$ cat src/rtl/riscv_pkg.sv
// Shared RV32 definitions used by the execute-stage units.
package riscv_pkg;

  localparam int XLEN = 32;

  // Encodings match funct3 of the M-extension divide group.
  typedef enum logic [2:0] {
    DIV_DIV  = 3'b100,
    DIV_DIVU = 3'b101,
    DIV_REM  = 3'b110,
    DIV_REMU = 3'b111
  } div_op_e;

  typedef enum logic [1:0] {
    DIV_IDLE = 2'd0,
    DIV_CALC = 2'd1,
    DIV_DONE = 2'd2
  } div_state_e;

  // Two's-complement magnitude; the most negative value maps onto itself,
  // which is the correct unsigned magnitude.
  function automatic logic [XLEN-1:0] abs_val(input logic [XLEN-1:0] x);
    return x[XLEN-1] ? (~x + {{(XLEN-1){1'b0}}, 1'b1}) : x;
  endfunction

endpackage

$ cat src/rtl/riscv_div_unit.sv
// Multi-cycle RV32M divide/remainder unit, one quotient bit per cycle.
//
//  state    | meaning
//  ---------+-----------------------------------------------------------
//  DIV_IDLE | in_ready=1, waiting for operands
//  DIV_CALC | restoring-division iterations, count_q from XLEN-1 down to 0
//  DIV_DONE | out_valid=1, result held until out_ready
module riscv_div_unit
  import riscv_pkg::*;
#(
  parameter int XLEN_P = riscv_pkg::XLEN
) (
  input  logic              clk,
  input  logic              rst,
  input  logic              in_valid,
  output logic              in_ready,
  input  div_op_e           div_op,
  input  logic [XLEN_P-1:0] dividend,
  input  logic [XLEN_P-1:0] divisor,
  output logic              out_valid,
  input  logic              out_ready,
  output logic [XLEN_P-1:0] result
);

  localparam int CW = $clog2(XLEN_P);
  localparam logic [XLEN_P-1:0] MIN_NEG = {1'b1, {(XLEN_P-1){1'b0}}};

  div_state_e        state_q, state_d;
  logic              rem_sel_q, rem_sel_d;
  logic              sign_q_q, sign_q_d;
  logic              sign_r_q, sign_r_d;
  logic [XLEN_P-1:0] quo_q, quo_d;
  logic [XLEN_P-1:0] rem_q, rem_d;
  logic [XLEN_P-1:0] dvs_q, dvs_d;
  logic [XLEN_P-1:0] result_q, result_d;
  logic [CW-1:0]     count_q, count_d;

  logic              in_signed, in_rem;
  logic [XLEN_P-1:0] a_mag, b_mag;
  logic [XLEN_P:0]   shift_w, diff_w;
  logic [XLEN_P-1:0] quo_step, rem_step;

  assign in_ready  = (state_q == DIV_IDLE);
  assign out_valid = (state_q == DIV_DONE);
  assign result    = result_q;

  // Operand decode, one division step and next-state selection.
  always_comb begin
    state_d   = state_q;
    rem_sel_d = rem_sel_q;
    sign_q_d  = sign_q_q;
    sign_r_d  = sign_r_q;
    quo_d     = quo_q;
    rem_d     = rem_q;
    dvs_d     = dvs_q;
    result_d  = result_q;
    count_d   = count_q;

    in_signed = (div_op == DIV_DIV) || (div_op == DIV_REM);
    in_rem    = (div_op == DIV_REM) || (div_op == DIV_REMU);
    a_mag     = in_signed ? abs_val(dividend) : dividend;
    b_mag     = in_signed ? abs_val(divisor)  : divisor;

    // Partial remainder keeps its top bit so large divisors still compare correctly;
    // the borrow out of the XLEN+1 bit subtract picks the quotient bit.
    shift_w  = {rem_q, quo_q[XLEN_P-1]};
    diff_w   = shift_w - {1'b0, dvs_q};
    quo_step = {quo_q[XLEN_P-2:0], ~diff_w[XLEN_P]};
    rem_step = diff_w[XLEN_P] ? shift_w[XLEN_P-1:0] : diff_w[XLEN_P-1:0];

    case (state_q)
      DIV_IDLE: begin
        if (in_valid) begin
          rem_sel_d = in_rem;
          sign_q_d  = in_signed & (dividend[XLEN_P-1] ^ divisor[XLEN_P-1]);
          sign_r_d  = in_signed & dividend[XLEN_P-1];
          quo_d     = a_mag;
          rem_d     = '0;
          dvs_d     = b_mag;
          if (divisor == '0) begin
            result_d = in_rem ? dividend : '1;
            state_d  = DIV_DONE;
          end else if (in_signed && (dividend == MIN_NEG) && (divisor == '1)) begin
            result_d = in_rem ? '0 : MIN_NEG;
            state_d  = DIV_DONE;
          end else begin
            count_d = CW'(XLEN_P - 1);
            state_d = DIV_CALC;
          end
        end
      end
      DIV_CALC: begin
        quo_d = quo_step;
        rem_d = rem_step;
        if (count_q == '0) begin
          if (rem_sel_q) result_d = sign_r_q ? (~rem_step + 1'b1) : rem_step;
          else           result_d = sign_q_q ? (~quo_step + 1'b1) : quo_step;
          state_d = DIV_DONE;
        end else begin
          count_d = count_q - 1'b1;
        end
      end
      DIV_DONE: begin
        if (out_ready) state_d = DIV_IDLE;
      end
      default: state_d = DIV_IDLE;
    endcase
  end

  // State and datapath registers with synchronous reset.
  always_ff @(posedge clk) begin
    if (rst) begin
      state_q   <= DIV_IDLE;
      rem_sel_q <= 1'b0;
      sign_q_q  <= 1'b0;
      sign_r_q  <= 1'b0;
      quo_q     <= '0;
      rem_q     <= '0;
      dvs_q     <= '0;
      result_q  <= '0;
      count_q   <= '0;
    end else begin
      state_q   <= state_d;
      rem_sel_q <= rem_sel_d;
      sign_q_q  <= sign_q_d;
      sign_r_q  <= sign_r_d;
      quo_q     <= quo_d;
      rem_q     <= rem_d;
      dvs_q     <= dvs_d;
      result_q  <= result_d;
      count_q   <= count_d;
    end
  end

endmodule

$ cat config.mk
export PLATFORM = sky130hd
export DESIGN_NAME = riscv_div_unit
export DESIGN_NICKNAME = d
export VERILOG_FILES = /design/src/rtl/riscv_pkg.sv /design/src/rtl/riscv_div_unit.sv
export SDC_FILE = /design/constraint.sdc
export NUM_CORES = 1
export LEC_CHECK = 0
export BUFFER_PORTS_ARGS = -buffer_cell sky130_fd_sc_hd__buf_2
export CORE_UTILIZATION = 30
export DETAILED_ROUTE_END_ITERATION = 12
export GPL_TIMING_DRIVEN = 1
export PLACE_DENSITY_LB_ADDON = 0.12
export SLEW_MARGIN = 20
export SYNTH_ARGS = -nofsm -noshare
export SYNTH_HDL_FRONTEND = slang
export SYNTH_SLANG_ARGS = --single-unit
$ cat constraint.sdc
create_clock -name clk -period 4.8 [get_ports clk]
set_input_delay 0.48 -clock clk [delete_from_list [all_inputs] [get_ports clk]]
set_output_delay 0.48 -clock clk [all_outputs]
set_load 0.05 [all_outputs]
==> results.yml <==
status:
  run_status: "completed"
yosys:
  synth_area_um2: 11500
  main_synth_ff_type: "sky130_fd_sc_hd__dfxtp_1"
  asyncSetResetFlopFracSynth_pct: 0
  synth_seq_cells: 138
  syn_nets: 1662
  ys_seq_area_share_pct: 24.0
  netlist.area_leader.share_pct: 24.0
  yosys_warnings: 0
  synth_enable_flop_cells: 0
  synth_area_per_cell_um2: 7.42
  most_area_hungry_cell_type_in_the_yosys_netlist: "sky130_fd_sc_hd__dfxtp_1"
  synthTopCellsByArea: "sky130_fd_sc_hd__dfxtp_1, sky130_fd_sc_hd__nor2_1, sky130_fd_sc_hd__xor2_1"
  number_of_standard_cells_after_synthesis: 1551
  synth_cell_type_count: 95
worst_setup_path:
  slowest_stage: "sky130_fd_sc_hd__fa_1"
  required_time_at_the_worst_slack_endpoint_ns: 5.14
  timing.setup.critical_path_class: "register to register"
  critPathBufInv: 2
  arrival_time_reported_for_the_critical_path_endpoint_ns: 4.85
  worstPathCellList: "inv_1 > ha_1 > fa_1 > nor2b_2 > o31ai_4 > a211oi_4 > o21a_2 > o21a_1 > nor2_8 > inv_2 > nor2_1 > a21oi_1 > ha_1 > o2111ai_2 > nor4_2 > o22ai_1 > o41ai_1 > xor2_1 > o211a_1 > o21ai_1"
  setup.worst_path.start_class: "register"
  critical_path_peak_fanout: 10
  cp_top_family: "compound AO/OA/AOI/OAI gates"
  kind_of_end_point_of_the_critical_path: "register"
  worst_path_largest_cell_delay_ns: 0.42
  worst_path_most_repeated_cell: "sky130_fd_sc_hd__ha_1"
layout:
  fraction_of_final_layout_cells_sized_beyond_drive_strength_1_pct: 15.1
  layout_area_growth_over_synthesis_pct: 17.1
  finalNetCount: 1743
  multi_input_area_um2: 8210
  layout.filler_cells: 4154
  regArea_um2: 2760
  num_antenna_cells: 0
  final_area_um2: 13500
pwr:
  fin_total_pwr_mw: 4.00
  cellPowerDensity_nw_per_um2: 297
  p_leak_nw: 5.08
  worst_ir_drop_vdd_uv: 271
clock_network:
  cts_sink_cnt: 138
  cts_root_buffer: "sky130_fd_sc_hd__clkbuf_16"
  max-clock-path-buffers: 2
  ctsHtreeMaxLevel: 4
  source_to_sink_clock_delay_at_the_later_pin_of_the_worst_skew_pair_ns: 0.45
  cts_buffers: 17
  tritoncts: "built"
  post_cts_buffers: 0
  clk_pin_slew_worst_paths_ns: 0.06
die:
  initial_core_util_pct: 30.6
  die_area_um2: 39200
  core_area_um2: 37700
  num_io_pins: 105
  floorplan_die_height_um: 198
  die-width_um: 198
  num_rows: 71
timing:
  worst_slack_ns: 0.289
  timing.final.max_slew_violations: 0
  worst-slew-pin-transition_ns: 1.02
  finClkSkew_ns: 0.0121
  endpoints_failing_setup: 0
  number_of_endpoints_with_negative_hold_slack_in_the_final_report: 0
  fmax_mhz: 222
  finalCritPeriodShare_pct: 94.0
  fin_crit_ns: 4.51
  rsz0062_at_grt: "no"
  slew_headroom_pct: 32.0
detailed_routing:
  post_drt_wl_per_cell_um: 20.9
  first_pass_iters: 8
  drc: 0
  totalWireLength_um: 45100
  detail_route.vias_per_cell: 5.67
  drt_iter0_markers: 1139
  postRouteAntennaNets: 0
  routed-via-count: 12200
global_route:
  grt_start_max_net_pins: 98
  grt.overflow.total: 0
  antenna_violations_before_repair: 1
  groute.usage.overall_pct: 23.0
  wire_length_of_the_first_global_routing_pass_um: 68800
  use_met1_pct: 32.6
  grt.met2_usage_pct: 35.9
  grt-busiest-layer: "met2"
  global_route.usage.met3_pct: 3.27
  first_global_vias: 11400
placement:
  placedInstanceArea_um2: 12700
  dp_hpwl_um: 33800
  portBuffers: 104
  gp_congestion: 0.893
  place_worst_setup_slack_ns: -0.0159
hold_path:
  hold_class: "input pin to register"
run:
  max_cap_violations: 0
==> worst min-delay path: stages <==
cell	delay (ns)
sky130_fd_sc_hd__buf_2	0.09
sky130_fd_sc_hd__nand2b_1	0.09
sky130_fd_sc_hd__a21oi_1	0.06
==> final timing paths <==
kind | start | endpoint | depth (start not counted) | slack [ns]
hold reg to reg | result[0]$_SDFFE_PP0P_ | result[0]$_SDFFE_PP0P_ | 2 | 0.46
setup / recovery | quo_q[31]$_SDFFE_PP0P_ | result[26]$_SDFFE_PP0P_ | 20 | 0.29
hold / removal | out_ready | state_q[1]$_SDFFE_PP0P_ | 3 | 0.33
setup reg to reg | quo_q[31]$_SDFFE_PP0P_ | result[26]$_SDFFE_PP0P_ | 20 | 0.29
==> kinds of logic after synthesis <==
group           after synthesis  share of synthesized area [%]
flops                       138                           24.0
mux                          22                           1.99
simple gates                553                           23.4
compound gates              512                           30.9
xor+xnor                    129                           9.82
fa+ha+maj                    40                           4.41
buf+inv                     157                           5.49
==> layer usage <==
metal  up-vias  share of wire, %  routed length [um]
li1       5937                 -                   -
met4         0               1.8                 803
met5         -                 0                   0
met3        52               4.9                2190
met2       381                45               20200
met1      5852                49               21900
==> per-stage QoR <==
stage | setup TNS (ns) | utilization [%] | hold WS, ns | std cells
2_1_floorplan | 0 | - | 0.432 | 1551
3_3_place_gp | 0 | 33.8 | 0.445 | 2123
3_5_place_dp | -0.0159 | 33.8 | 0.451 | 2123
4_1_cts | 0 | 35.5 | 0.307 | 2155
5_1_grt | 0 | 35.8 | 0.349 | 2156
6_report | 0 | 35.8 | 0.329 | 2156
==> cells in the mapped netlist (all sizes together), types with 4 or more instances <==
| library cell | instances |
|---|---|
| a21o | 13 |
| o31a | 4 |
| nand4 | 20 |
| a22oi | 23 |
| mux2i | 15 |
| o21ai | 118 |
| a311oi | 19 |
| xor2 | 66 |
| a21oi | 106 |
| nand3b | 4 |
| nor3 | 50 |
| inv | 54 |
| a21boi | 9 |
| a31oi | 15 |
| xnor2 | 63 |
| o211a | 7 |
| or3 | 20 |
| a222oi | 30 |
| a221oi | 7 |
| nor2 | 203 |
| o41ai | 14 |
| buf | 30 |
| o31ai | 32 |
| mux2 | 7 |
| clkbuf | 72 |
| dfxtp | 138 |
| o211ai | 25 |
| a211o | 4 |
| o2111ai | 6 |
| or4 | 17 |
| nand3 | 18 |
| nand2 | 130 |
| ha | 39 |
| o21a | 11 |
| nand2b | 7 |
| a211oi | 41 |
| nor2b | 12 |
| and3 | 9 |
| or2 | 10 |
| and4 | 6 |
| nor4 | 22 |
| and2 | 13 |
| a2111oi | 4 |
==> power breakdown <==
group	switching, mW	internal, mW
sequential	0.0756	1.22
combinational	0.789	0.430
clock	0.569	0.913
==> flip-flops by register name, summed over array words and instances (netlist names) <==
signal and count:
quo_q 32, sign_r_q 1, rem_sel_q 1, sign_q_q 1
dvs_q 32, rem_q 32, count_q 5, result 32
state_q 2
==> placed cells by master, fill, tap and decap left out, types with 16 or more instances in the layout <==
cell type / instances
sky130_fd_sc_hd__nor4_1: 18
sky130_fd_sc_hd__inv_1: 53
sky130_fd_sc_hd__o21ai_0: 109
sky130_fd_sc_hd__buf_4: 58
sky130_fd_sc_hd__clkbuf_16: 17
sky130_fd_sc_hd__nor3_1: 45
sky130_fd_sc_hd__nand2_1: 130
sky130_fd_sc_hd__o211ai_1: 24
sky130_fd_sc_hd__or3_1: 19
sky130_fd_sc_hd__a222oi_1: 30
sky130_fd_sc_hd__a311oi_1: 19
sky130_fd_sc_hd__xnor2_1: 63
sky130_fd_sc_hd__ha_1: 39
sky130_fd_sc_hd__o31ai_1: 30
sky130_fd_sc_hd__dfxtp_1: 137
sky130_fd_sc_hd__or4_1: 16
sky130_fd_sc_hd__nand3_1: 18
sky130_fd_sc_hd__xor2_1: 66
sky130_fd_sc_hd__buf_2: 103
sky130_fd_sc_hd__a211oi_1: 40
sky130_fd_sc_hd__nor2_1: 201
sky130_fd_sc_hd__a21oi_1: 102
sky130_fd_sc_hd__nand4_1: 20
sky130_fd_sc_hd__a22oi_1: 23
==> cell type report <==
| cell class | instances | share of cell area, % |
|---|---|---|
| timing repair buffer | 164 | 7.56 |
| inverter | 55 | 1.53 |
| sequential | 138 | 20.5 |
| clock inverter | 10 | 1.22 |
| multi-input combinational | 1256 | 60.9 |
| clock buffer | 22 | 3.52 |
| tap | 511 | 4.75 |
==> repair_timing <==
action / in CTS / in global routing
endpoints found under the hold margin: 0 / 0
setup endpoints to repair: 4 / 11
hold buffers: 0 / 0
pin swaps: 0 / 1
resized for setup: 1 / 14
No activity file was read; power rests on OpenSTA's default activity.
